===== src/rtl/search_stack_ctrl_pkg.sv =====
// ----------------------------------------------------------------------------
// search_stack_ctrl_pkg
//   Shared definitions for the backtracking-search call stack:
//     - pos_e     : 5-bit position codes stored in each frame
//     - frame_t   : packed recursion frame {pos, i, z, k, l} (FRAME_W bits)
//     - MASK_*    : field write masks for the frame register file
//     - state_e   : controller FSM states
//     - make_frame: helper to assemble a frame from its fields
// ----------------------------------------------------------------------------
package search_stack_ctrl_pkg;

    typedef enum logic [4:0] {
        POS_NONE        = 5'd0,
        POS_STOP_1      = 5'd1,
        POS_STOP_2      = 5'd2,
        POS_A_INSERTION = 5'd3,
        POS_C_INSERTION = 5'd4,
        POS_G_INSERTION = 5'd5,
        POS_T_INSERTION = 5'd6,
        POS_A_DELETION  = 5'd7,
        POS_C_DELETION  = 5'd8,
        POS_G_DELETION  = 5'd9,
        POS_T_DELETION  = 5'd10,
        POS_A_SNP       = 5'd11,
        POS_C_SNP       = 5'd12,
        POS_G_SNP       = 5'd13,
        POS_T_SNP       = 5'd14
    } pos_e;

    // Frame layout {pos[36:32], i[31:24], z[23:16], k[15:8], l[7:0]}.
    // i and z are stored bit-exact; -1 appears as 8'hFF.
    typedef struct packed {
        logic [4:0] pos;
        logic [7:0] i;
        logic [7:0] z;
        logic [7:0] k;
        logic [7:0] l;
    } frame_t;

    localparam int FRAME_W = $bits(frame_t);

    localparam logic [FRAME_W-1:0] MASK_POS = {5'h1F, 32'h0000_0000};
    localparam logic [FRAME_W-1:0] MASK_ALL = '1;

    typedef enum logic [1:0] {
        ST_IDLE,
        ST_ISSUE,
        ST_WAIT,
        ST_ERR
    } state_e;

    function automatic frame_t make_frame(input logic [4:0] pos,
                                          input logic [7:0] i,
                                          input logic [7:0] z,
                                          input logic [7:0] k,
                                          input logic [7:0] l);
        frame_t f;
        f.pos = pos;
        f.i   = i;
        f.z   = z;
        f.k   = k;
        f.l   = l;
        return f;
    endfunction

endpackage


===== src/rtl/search_stack_ctrl_if.sv =====
// ----------------------------------------------------------------------------
// search_stack_ctrl_if
//   Bundle between the call-stack controller and the search pipeline.
//   master : the stack controller (presents frames, hits, status)
//   slave  : the pipeline side (start/root, frame_ready, ex decisions)
//   Groups:
//     root    : start, i0, z0, k0, l0
//     frame   : frame_valid/frame_ready, position_out, i_out, z_out, k_out, l_out
//     decision: ex_valid, over_1, over_2, finish, en_new_position, new_position,
//               new_call, i_new, z_new, k_new, l_new
//     status  : hit_valid, hit_k, hit_l, depth, busy, done, overflow
// ----------------------------------------------------------------------------
interface search_stack_ctrl_if #(
    parameter int DEPTH_W = 5
);

    logic               start;
    logic [7:0]         i0;
    logic [7:0]         z0;
    logic [7:0]         k0;
    logic [7:0]         l0;

    logic               frame_valid;
    logic               frame_ready;
    logic [4:0]         position_out;
    logic [7:0]         i_out;
    logic [7:0]         z_out;
    logic [7:0]         k_out;
    logic [7:0]         l_out;

    logic               ex_valid;
    logic               over_1;
    logic               over_2;
    logic               finish;
    logic               en_new_position;
    logic [4:0]         new_position;
    logic               new_call;
    logic [7:0]         i_new;
    logic [7:0]         z_new;
    logic [7:0]         k_new;
    logic [7:0]         l_new;

    logic               hit_valid;
    logic [7:0]         hit_k;
    logic [7:0]         hit_l;
    logic [DEPTH_W:0]   depth;
    logic               busy;
    logic               done;
    logic               overflow;

    modport master (
        input  start, i0, z0, k0, l0,
        input  frame_ready,
        input  ex_valid, over_1, over_2, finish, en_new_position, new_position,
        input  new_call, i_new, z_new, k_new, l_new,
        output frame_valid, position_out, i_out, z_out, k_out, l_out,
        output hit_valid, hit_k, hit_l, depth, busy, done, overflow
    );

    modport slave (
        output start, i0, z0, k0, l0,
        output frame_ready,
        output ex_valid, over_1, over_2, finish, en_new_position, new_position,
        output new_call, i_new, z_new, k_new, l_new,
        input  frame_valid, position_out, i_out, z_out, k_out, l_out,
        input  hit_valid, hit_k, hit_l, depth, busy, done, overflow
    );

endinterface


===== src/rtl/search_frame_stack.sv =====
// ----------------------------------------------------------------------------
// search_frame_stack
//   DEPTH x FRAME_W register file holding the recursion frames.
//   Ports:
//     clk                         clock
//     i_upd_we/addr/mask/data     masked write port (parent position rewrite)
//     i_push_we/addr/mask/data    masked write port (root / child push)
//     i_rd_addr, o_rd_data        asynchronous read of the top slot
//   Both write ports may fire at the same edge (parent update + child push
//   target adjacent slots). On an address collision the push port wins.
// ----------------------------------------------------------------------------
module search_frame_stack
    import search_stack_ctrl_pkg::*;
#(
    parameter int DEPTH  = 32,
    parameter int ADDR_W = $clog2(DEPTH)
) (
    input  logic               clk,
    input  logic               i_upd_we,
    input  logic [ADDR_W-1:0]  i_upd_addr,
    input  logic [FRAME_W-1:0] i_upd_mask,
    input  frame_t             i_upd_data,
    input  logic               i_push_we,
    input  logic [ADDR_W-1:0]  i_push_addr,
    input  logic [FRAME_W-1:0] i_push_mask,
    input  frame_t             i_push_data,
    input  logic [ADDR_W-1:0]  i_rd_addr,
    output frame_t             o_rd_data
);

    frame_t r_mem [DEPTH];

    // NOTE: the storage array has no reset; slots above the depth pointer are
    // never read, so clearing them would only cost flops and reset fanout.
    always_ff @(posedge clk) begin
        if (i_upd_we) begin
            r_mem[i_upd_addr] <= frame_t'((r_mem[i_upd_addr] & ~i_upd_mask) |
                                          (i_upd_data & i_upd_mask));
        end
        if (i_push_we) begin
            r_mem[i_push_addr] <= frame_t'((r_mem[i_push_addr] & ~i_push_mask) |
                                           (i_push_data & i_push_mask));
        end
    end

    assign o_rd_data = r_mem[i_rd_addr];

endmodule


===== src/rtl/search_stack_ctrl.sv =====
// ----------------------------------------------------------------------------
// search_stack_ctrl
//   Call-stack controller for the inexact-match backtracking search.
//   Presents the top frame to the fetch/ex pipeline, applies one ex decision
//   per presented frame (pop / position rewrite / push), and reports hits,
//   completion and overflow.
//   Ports:
//     clk    clock
//     rst_n  synchronous reset, active-low
//     bus    search_stack_ctrl_if.master (root, frame, decision, status groups)
// ----------------------------------------------------------------------------
module search_stack_ctrl
    import search_stack_ctrl_pkg::*;
#(
    parameter int DEPTH = 32
) (
    input  logic                clk,
    input  logic                rst_n,
    search_stack_ctrl_if.master bus
);

    localparam int              DEPTH_W    = $clog2(DEPTH);
    localparam logic [DEPTH_W:0] DEPTH_FULL = (DEPTH_W+1)'(DEPTH);
    localparam logic [DEPTH_W:0] DEPTH_ONE  = (DEPTH_W+1)'(1);

    state_e             r_state;
    logic [DEPTH_W:0]   r_depth;
    logic               r_frame_valid;
    logic               r_busy;
    logic               r_done;
    logic               r_hit_valid;
    logic [7:0]         r_hit_k;
    logic [7:0]         r_hit_l;
    logic               r_overflow;

    logic               w_root;
    logic               w_decide;
    logic               w_pop;
    logic               w_upd;
    logic               w_call;
    logic               w_full;
    logic               w_push;
    logic [DEPTH_W:0]   w_depth_m1;
    logic [DEPTH_W-1:0] w_top_addr;
    frame_t             w_top;
    frame_t             w_upd_data;
    logic               w_push_we;
    logic [DEPTH_W-1:0] w_push_addr;
    frame_t             w_push_data;

    // Decision decode. Any termination flag pops and suppresses the
    // position rewrite and the push issued in the same cycle.
    assign w_root     = (r_state == ST_IDLE) && bus.start;
    assign w_decide   = (r_state == ST_WAIT) && bus.ex_valid;
    assign w_pop      = w_decide && (bus.over_1 || bus.over_2 || bus.finish);
    assign w_upd      = w_decide && !w_pop && bus.en_new_position;
    assign w_call     = w_decide && !w_pop && bus.new_call;
    assign w_full     = (r_depth == DEPTH_FULL);
    assign w_push     = w_call && !w_full;

    assign w_depth_m1 = r_depth - DEPTH_ONE;
    assign w_top_addr = w_depth_m1[DEPTH_W-1:0];
    assign w_upd_data = make_frame(bus.new_position, 8'h00, 8'h00, 8'h00, 8'h00);

    always_comb begin
        // NOTE: every output of this block gets a default first, so no path
        // leaves a value held and no latch is inferred.
        w_push_we   = 1'b0;
        w_push_addr = '0;
        w_push_data = '0;
        if (w_root) begin
            w_push_we   = 1'b1;
            w_push_data = make_frame(POS_NONE, bus.i0, bus.z0, bus.k0, bus.l0);
        end else if (w_push) begin
            w_push_we   = 1'b1;
            w_push_addr = r_depth[DEPTH_W-1:0];
            w_push_data = make_frame(POS_NONE, bus.i_new, bus.z_new, bus.k_new, bus.l_new);
        end
    end

    search_frame_stack #(
        .DEPTH (DEPTH)
    ) u_stack (
        .clk         (clk),
        .i_upd_we    (w_upd),
        .i_upd_addr  (w_top_addr),
        .i_upd_mask  (MASK_POS),
        .i_upd_data  (w_upd_data),
        .i_push_we   (w_push_we),
        .i_push_addr (w_push_addr),
        .i_push_mask (MASK_ALL),
        .i_push_data (w_push_data),
        .i_rd_addr   (w_top_addr),
        .o_rd_data   (w_top)
    );

    // NOTE: all state here uses non-blocking assignments so every register
    // samples the pre-edge values regardless of statement order.
    always_ff @(posedge clk) begin
        if (!rst_n) begin
            r_state       <= ST_IDLE;
            r_depth       <= '0;
            r_frame_valid <= 1'b0;
            r_busy        <= 1'b0;
            r_done        <= 1'b0;
            r_hit_valid   <= 1'b0;
            r_hit_k       <= '0;
            r_hit_l       <= '0;
            r_overflow    <= 1'b0;
        end else begin
            r_done      <= 1'b0;
            r_hit_valid <= 1'b0;
            unique case (r_state)
                ST_IDLE: begin
                    if (bus.start) begin
                        r_depth       <= DEPTH_ONE;
                        r_busy        <= 1'b1;
                        r_frame_valid <= 1'b1;
                        r_state       <= ST_ISSUE;
                    end
                end
                ST_ISSUE: begin
                    // frame_valid is already high here; hold until accepted.
                    if (bus.frame_ready) begin
                        r_frame_valid <= 1'b0;
                        r_state       <= ST_WAIT;
                    end
                end
                ST_WAIT: begin
                    if (bus.ex_valid) begin
                        if (w_pop) begin
                            if (!bus.over_1 && bus.over_2) begin
                                r_hit_valid <= 1'b1;
                                r_hit_k     <= w_top.k;
                                r_hit_l     <= w_top.l;
                            end
                            r_depth <= w_depth_m1;
                            if (r_depth == DEPTH_ONE) begin
                                r_done  <= 1'b1;
                                r_busy  <= 1'b0;
                                r_state <= ST_IDLE;
                            end else begin
                                r_frame_valid <= 1'b1;
                                r_state       <= ST_ISSUE;
                            end
                        end else if (w_call && w_full) begin
                            // Push dropped; the parent rewrite still lands.
                            r_overflow <= 1'b1;
                            r_busy     <= 1'b0;
                            r_state    <= ST_ERR;
                        end else begin
                            if (w_push) begin
                                r_depth <= r_depth + DEPTH_ONE;
                            end
                            r_frame_valid <= 1'b1;
                            r_state       <= ST_ISSUE;
                        end
                    end
                end
                ST_ERR: begin
                    r_state <= ST_ERR;
                end
                default: begin
                    r_state <= ST_IDLE;
                end
            endcase
        end
    end

    // Frame fields read as zero whenever no frame is being presented.
    assign bus.frame_valid  = r_frame_valid;
    assign bus.position_out = r_frame_valid ? w_top.pos : 5'h00;
    assign bus.i_out        = r_frame_valid ? w_top.i   : 8'h00;
    assign bus.z_out        = r_frame_valid ? w_top.z   : 8'h00;
    assign bus.k_out        = r_frame_valid ? w_top.k   : 8'h00;
    assign bus.l_out        = r_frame_valid ? w_top.l   : 8'h00;
    assign bus.hit_valid    = r_hit_valid;
    assign bus.hit_k        = r_hit_k;
    assign bus.hit_l        = r_hit_l;
    assign bus.depth        = r_depth;
    assign bus.busy         = r_busy;
    assign bus.done         = r_done;
    assign bus.overflow     = r_overflow;

endmodule

===== src/flat_wrapper.sv =====
// flat-port wrapper written by rule: the top's interface ports become plain ports
module search_stack_ctrl_flat import search_stack_ctrl_pkg::*;
#(
    parameter int DEPTH = 32
)
  (clk, rst_n, bus_start, bus_i0, bus_z0, bus_k0, bus_l0, bus_frame_ready, bus_ex_valid, bus_over_1, bus_over_2, bus_finish, bus_en_new_position, bus_new_position, bus_new_call, bus_i_new, bus_z_new, bus_k_new, bus_l_new, bus_frame_valid, bus_position_out, bus_i_out, bus_z_out, bus_k_out, bus_l_out, bus_hit_valid, bus_hit_k, bus_hit_l, bus_depth, bus_busy, bus_done, bus_overflow);
  search_stack_ctrl_if bus_i ();
  input  logic clk;
  input  logic rst_n;
  input wire logic [$bits(bus_i.start)-1:0] bus_start;
  input wire logic [$bits(bus_i.i0)-1:0] bus_i0;
  input wire logic [$bits(bus_i.z0)-1:0] bus_z0;
  input wire logic [$bits(bus_i.k0)-1:0] bus_k0;
  input wire logic [$bits(bus_i.l0)-1:0] bus_l0;
  input wire logic [$bits(bus_i.frame_ready)-1:0] bus_frame_ready;
  input wire logic [$bits(bus_i.ex_valid)-1:0] bus_ex_valid;
  input wire logic [$bits(bus_i.over_1)-1:0] bus_over_1;
  input wire logic [$bits(bus_i.over_2)-1:0] bus_over_2;
  input wire logic [$bits(bus_i.finish)-1:0] bus_finish;
  input wire logic [$bits(bus_i.en_new_position)-1:0] bus_en_new_position;
  input wire logic [$bits(bus_i.new_position)-1:0] bus_new_position;
  input wire logic [$bits(bus_i.new_call)-1:0] bus_new_call;
  input wire logic [$bits(bus_i.i_new)-1:0] bus_i_new;
  input wire logic [$bits(bus_i.z_new)-1:0] bus_z_new;
  input wire logic [$bits(bus_i.k_new)-1:0] bus_k_new;
  input wire logic [$bits(bus_i.l_new)-1:0] bus_l_new;
  output wire logic [$bits(bus_i.frame_valid)-1:0] bus_frame_valid;
  output wire logic [$bits(bus_i.position_out)-1:0] bus_position_out;
  output wire logic [$bits(bus_i.i_out)-1:0] bus_i_out;
  output wire logic [$bits(bus_i.z_out)-1:0] bus_z_out;
  output wire logic [$bits(bus_i.k_out)-1:0] bus_k_out;
  output wire logic [$bits(bus_i.l_out)-1:0] bus_l_out;
  output wire logic [$bits(bus_i.hit_valid)-1:0] bus_hit_valid;
  output wire logic [$bits(bus_i.hit_k)-1:0] bus_hit_k;
  output wire logic [$bits(bus_i.hit_l)-1:0] bus_hit_l;
  output wire logic [$bits(bus_i.depth)-1:0] bus_depth;
  output wire logic [$bits(bus_i.busy)-1:0] bus_busy;
  output wire logic [$bits(bus_i.done)-1:0] bus_done;
  output wire logic [$bits(bus_i.overflow)-1:0] bus_overflow;
  assign bus_i.start = bus_start;
  assign bus_i.i0 = bus_i0;
  assign bus_i.z0 = bus_z0;
  assign bus_i.k0 = bus_k0;
  assign bus_i.l0 = bus_l0;
  assign bus_i.frame_ready = bus_frame_ready;
  assign bus_i.ex_valid = bus_ex_valid;
  assign bus_i.over_1 = bus_over_1;
  assign bus_i.over_2 = bus_over_2;
  assign bus_i.finish = bus_finish;
  assign bus_i.en_new_position = bus_en_new_position;
  assign bus_i.new_position = bus_new_position;
  assign bus_i.new_call = bus_new_call;
  assign bus_i.i_new = bus_i_new;
  assign bus_i.z_new = bus_z_new;
  assign bus_i.k_new = bus_k_new;
  assign bus_i.l_new = bus_l_new;
  assign bus_frame_valid = bus_i.frame_valid;
  assign bus_position_out = bus_i.position_out;
  assign bus_i_out = bus_i.i_out;
  assign bus_z_out = bus_i.z_out;
  assign bus_k_out = bus_i.k_out;
  assign bus_l_out = bus_i.l_out;
  assign bus_hit_valid = bus_i.hit_valid;
  assign bus_hit_k = bus_i.hit_k;
  assign bus_hit_l = bus_i.hit_l;
  assign bus_depth = bus_i.depth;
  assign bus_busy = bus_i.busy;
  assign bus_done = bus_i.done;
  assign bus_overflow = bus_i.overflow;
  search_stack_ctrl #(.DEPTH(DEPTH)) u_core (.clk(clk), .rst_n(rst_n), .bus(bus_i));
endmodule

===== config.mk =====
export PLATFORM = sky130hd
export DESIGN_NAME = search_stack_ctrl_flat
export DESIGN_NICKNAME = d
export VERILOG_FILES = /design/src/rtl/search_stack_ctrl_pkg.sv /design/src/rtl/search_stack_ctrl_if.sv /design/src/rtl/search_frame_stack.sv /design/src/rtl/search_stack_ctrl.sv /design/src/flat_wrapper.sv
export SDC_FILE = /design/constraint.sdc
export NUM_CORES = 2
export LEC_CHECK = 0
export ABC_AREA = 1
export CAP_MARGIN = 30
export CORE_ASPECT_RATIO = 1.5
export CORE_MARGIN = 5
export CORE_UTILIZATION = 25
export DETAILED_ROUTE_END_ITERATION = 7
export DONT_BUFFER_PORTS = 1
export PLACE_DENSITY = 0.38
export SLEW_MARGIN = 20
export SYNTH_ARGS = -nofsm -noshare
export SYNTH_HDL_FRONTEND = slang
export SYNTH_SLANG_ARGS = --single-unit

===== constraint.sdc =====
create_clock -name clk -period 4.7 [get_ports clk]
set_input_delay 0.705 -clock clk [delete_from_list [all_inputs] [get_ports clk]]
set_output_delay 0.705 -clock clk [all_outputs]
set_load 0.1 [all_outputs]

==> results.yml <==
worst_setup_path:
  cpMaxStageDelayCell: "sky130_fd_sc_hd__dfxtp_4"
  crit_path_cell_trace: "buf_16 > buf_16 > nand2_1 > nand2_1 > nand2_1 > nand3_1 > nand3_1 > nand2_1 > nor2_4 > nor2_4 > buf_12"
  timing_worst_setup_path_type: "reg -> out"
  cp.required_ns: 3.99
  critPathLaunchType: "flip-flop"
  cpLargestDelayFamily: "simple AND/OR/NAND/NOR gates"
  critical_path.n_buffers_inverters: 3
  cp-end-kind: "output port"
  slowest_delay_ns: 0.43
  cp.arrival_ns: 4.01
  worst_reg2reg_setup_slack_ns: 0.54
  critical-path-top-cell-by-count: "sky130_fd_sc_hd__nand2_1"
  timing.critical_path.fanout_max: 104
detailed_routing:
  totalWireLength_mm: 363
  drc: 0
  antenna_violating_nets_post_route: 0
  routed_wire_length_per_instance_um: 27.3
  drt_iter0_drc: 6343
  dr.pass1.iters: 6
  via_count: 65800
  vias_per_cell: 4.95
global_routing:
  grt_antenna_before_repair: 7
  globalRouteTotalUtil: 0.237
  grt_pass1_vias: 63100
  grt_max_degree: 141
  remaining_global_route_overflow: 0
  grt_pass1_wl_mm: 499
timing:
  fin_hold_ws_ns: 0.0587
  hold_viol_final: 0
  max_clock_freq_mhz: 212
  finalSetupTns_ns: -0.0126
  worst_clock_skew_ns: 0.0700
  layout_setup_ws_ns: -0.0126
  finalSetupViolations: 1
  max_slew.worst_pin.slew_ns: 1.05
  final.period_utilization: 1.00
  post-route-min-period_ns: 4.71
  grt_setup_unrepaired: "true"
  worst_slew_slack_as_a_fraction_of_its_limit: 0.301
  final_max_slew_viol_count: 0
logic_synthesis:
  syn-mean-instance-area_um2: 7.27
  synth-xor-area-share: 0.000908
  syn-instance-count: 9671
  primary_ff_master_synth: "sky130_fd_sc_hd__edfxtp_1"
  synth_edf_count: 1024
  multiplexer_share_of_the_synthesized_area: 0
  fraction_of_the_mapped_netlist_area_in_compound_gates: 0.0865
  synth_cell_types: 46
  yosys-top-cells-area: "sky130_fd_sc_hd__edfxtp_1 (44%), sky130_fd_sc_hd__nand2_1 (17%), sky130_fd_sc_hd__nor2_1 (8.3%)"
  postSynth.asyncResetShare: 0
  yosysWarnings: 0
  yosys.area.top_type: "sky130_fd_sc_hd__edfxtp_1"
  synth_seq_area_share: 0.491
  yosysMostFrequentCell: "sky130_fd_sc_hd__nand2_1"
  syn_area_um2: 70300
  syn_nets: 9756
  post_synth_fa_ha_maj_area_fraction: 0.00107
  synth_top_family_by_area: "simple AND/OR/NAND/NOR gates"
  netlist.area_leader.share: 0.437
  synth_seq_cells: 1213
  yosys.area_share.simple: 0.324
  synthTopCellsByCount: "sky130_fd_sc_hd__nand2_1 (3146), sky130_fd_sc_hd__nor2_1 (1549), sky130_fd_sc_hd__edfxtp_1 (1024)"
die:
  die_y_um: 659
  initial_standard_cell_utilization_of_the_core: 0.251
  die_width_um: 443
  design.portCount: 143
  row_count: 238
  core_region_area_um2: 280000
  design.die.area_um2: 292000
cts:
  cts_tree: "yes"
  clkLatencyLatePin_ns: 0.84
  max-clock-path-buffers: 4
  htree_levels: 4
  cts.sink_count: 1213
  cts-buffers-inserted: 152
  worst_setup_hold_path_clk_slew_ns: 0.06
  ctsRootBufferMaster: "sky130_fd_sc_hd__clkbuf_16"
run_status:
  violations: "negative setup slack"
  status: "finished, violations left"
finish:
  area_growth_syn_to_layout_pct: 16.1
  drive_above_1_share: 0.0905
  num-fill-cells: 30200
  net_count_reported_at_finish: 9554
min_path:
  worst_hold_path_type: "in -> reg"
placed_design:
  place_congestion: 0.859
  detailedPlacementHpwl_mm: 232
  placement.io_buffers: 0
power:
  irDropWorstVdd_mv: 0.351
  power.total_mw: 41.2
  power_density_nw_per_um2: 504
  p_leak_nw: 37.3
run:
  maxCapViolCount: 0
## final timing paths
path | start | cells past startpoint | endpoint
hold reg to reg | u_core.u_stack.r_mem[30][36]$_SDFFE_PP0P_ | 2 | u_core.u_stack.r_mem[30][36]$_SDFFE_PP0P_
setup / recovery | u_core.bus.depth[0]$_SDFFE_PN0P_ | 11 | bus_i_out[3]
setup reg to reg | u_core.bus.depth[0]$_SDFFE_PN0P_ | 14 | u_core.u_stack.r_mem[9][19]$_DFFE_PP_
hold / removal | bus_new_position[4] | 2 | u_core.u_stack.r_mem[24][36]$_SDFFE_PP0P_
## power breakdown
group          internal, mW  total [mW]  leakage (nW)  switching [mW]
sequential             11.6        11.7          11.6          0.0770
clock                  6.38        11.5          2.20            5.09
combinational          4.28        18.0          23.6            13.7
## placed cells by master (no fill, tap or decap), types with 8 or more instances in the layout
cell                            count
sky130_fd_sc_hd__a21oi_1          483
sky130_fd_sc_hd__a22oi_1           11
sky130_fd_sc_hd__buf_12            87
sky130_fd_sc_hd__buf_16            21
sky130_fd_sc_hd__buf_4            294
sky130_fd_sc_hd__buf_6              8
sky130_fd_sc_hd__clkbuf_1          41
sky130_fd_sc_hd__clkbuf_16        160
sky130_fd_sc_hd__clkbuf_8           8
sky130_fd_sc_hd__clkinv_1          35
sky130_fd_sc_hd__clkinv_2          15
sky130_fd_sc_hd__dfxtp_1          184
sky130_fd_sc_hd__dlygate4sd3_1      8
sky130_fd_sc_hd__edfxtp_1        1024
sky130_fd_sc_hd__inv_1            785
sky130_fd_sc_hd__inv_2             17
sky130_fd_sc_hd__nand2_1         3087
sky130_fd_sc_hd__nand2_2           55
sky130_fd_sc_hd__nand2_4           25
sky130_fd_sc_hd__nand3_1          842
sky130_fd_sc_hd__nand3_2           22
sky130_fd_sc_hd__nand4_1           10
sky130_fd_sc_hd__nor2_1          1500
sky130_fd_sc_hd__nor2_2            42
sky130_fd_sc_hd__nor2_4            53
sky130_fd_sc_hd__o21ai_0          571
sky130_fd_sc_hd__o21ai_1           76
sky130_fd_sc_hd__o21ai_4           13
sky130_fd_sc_hd__o22ai_1           26
## flip-flops by register name (all words and copies together) (netlist names)
register,cells
u_core.bus.depth,6
u_core.bus.frame_valid,1
u_core.bus.hit_l,8
u_core.bus.hit_valid,1
u_core.r_state,2
u_core.bus.busy,1
u_core.u_stack.r_mem,1184
u_core.bus.done,1
u_core.bus.hit_k,8
u_core.bus.overflow,1
## final cells by class
| cell class | instances | area (um^2) | area share |
|---|---|---|---|
| antenna | 6 | 15.0 | 0.000184 |
| clock buffer | 205 | 4190 | 0.0513 |
| timing repair inverter | 1 | 8.76 | 0.000107 |
| multi-input combinational | 6864 | 29800 | 0.366 |
| clock inverter | 54 | 314 | 0.00385 |
| timing repair buffer | 430 | 5000 | 0.0613 |
| tap | 3720 | 4650 | 0.0570 |
| sequential | 1213 | 34500 | 0.423 |
| inverter | 807 | 3060 | 0.0375 |
## repair_timing
action                     in CTS  in global routing
setup endpoints to repair      35                 18
hold endpoints to repair       54                  0
gates resized for setup        67                  6
hold buffers                    8                  0
setup buffers                  20                  0
pin swaps                      10                  1
gates cloned                    7                  3
## cells by family after synthesis
| kind of cell | after synthesis |
|---|---|
| buf+inv | 1594 |
| flops | 1213 |
| compound gates | 1195 |
| xor+xnor | 3 |
| fa+ha+maj | 6 |
| simple gates | 5660 |
## routing by layer
| metal | up-vias | global-route usage | share of wire |
|---|---|---|---|
| met5 | - | 0 | 0.000091 |
| met1 | 32100 | 0.267 | 0.37 |
| met2 | 2497 | 0.426 | 0.50 |
| met4 | 4 | 0.151 | 0.076 |
| li1 | 30500 | - | - |
| met3 | 747 | 0.0274 | 0.052 |
## per-stage QoR
step | setup WS, ns | instances | utilization | instance area (um^2)
detailed placement | 0.128 | 13000 | 0.272 | 76100
global placement | 0.0153 | 13000 | 0.271 | 75900
global route | -0.00269 | 13300 | 0.291 | 81600
CTS | -0.0200 | 13300 | 0.291 | 81400
floorplan | -0.0547 | 9671 | - | 70600
finish | -0.0126 | 13300 | 0.291 | 81600
Power figures use the tool's default switching activity.
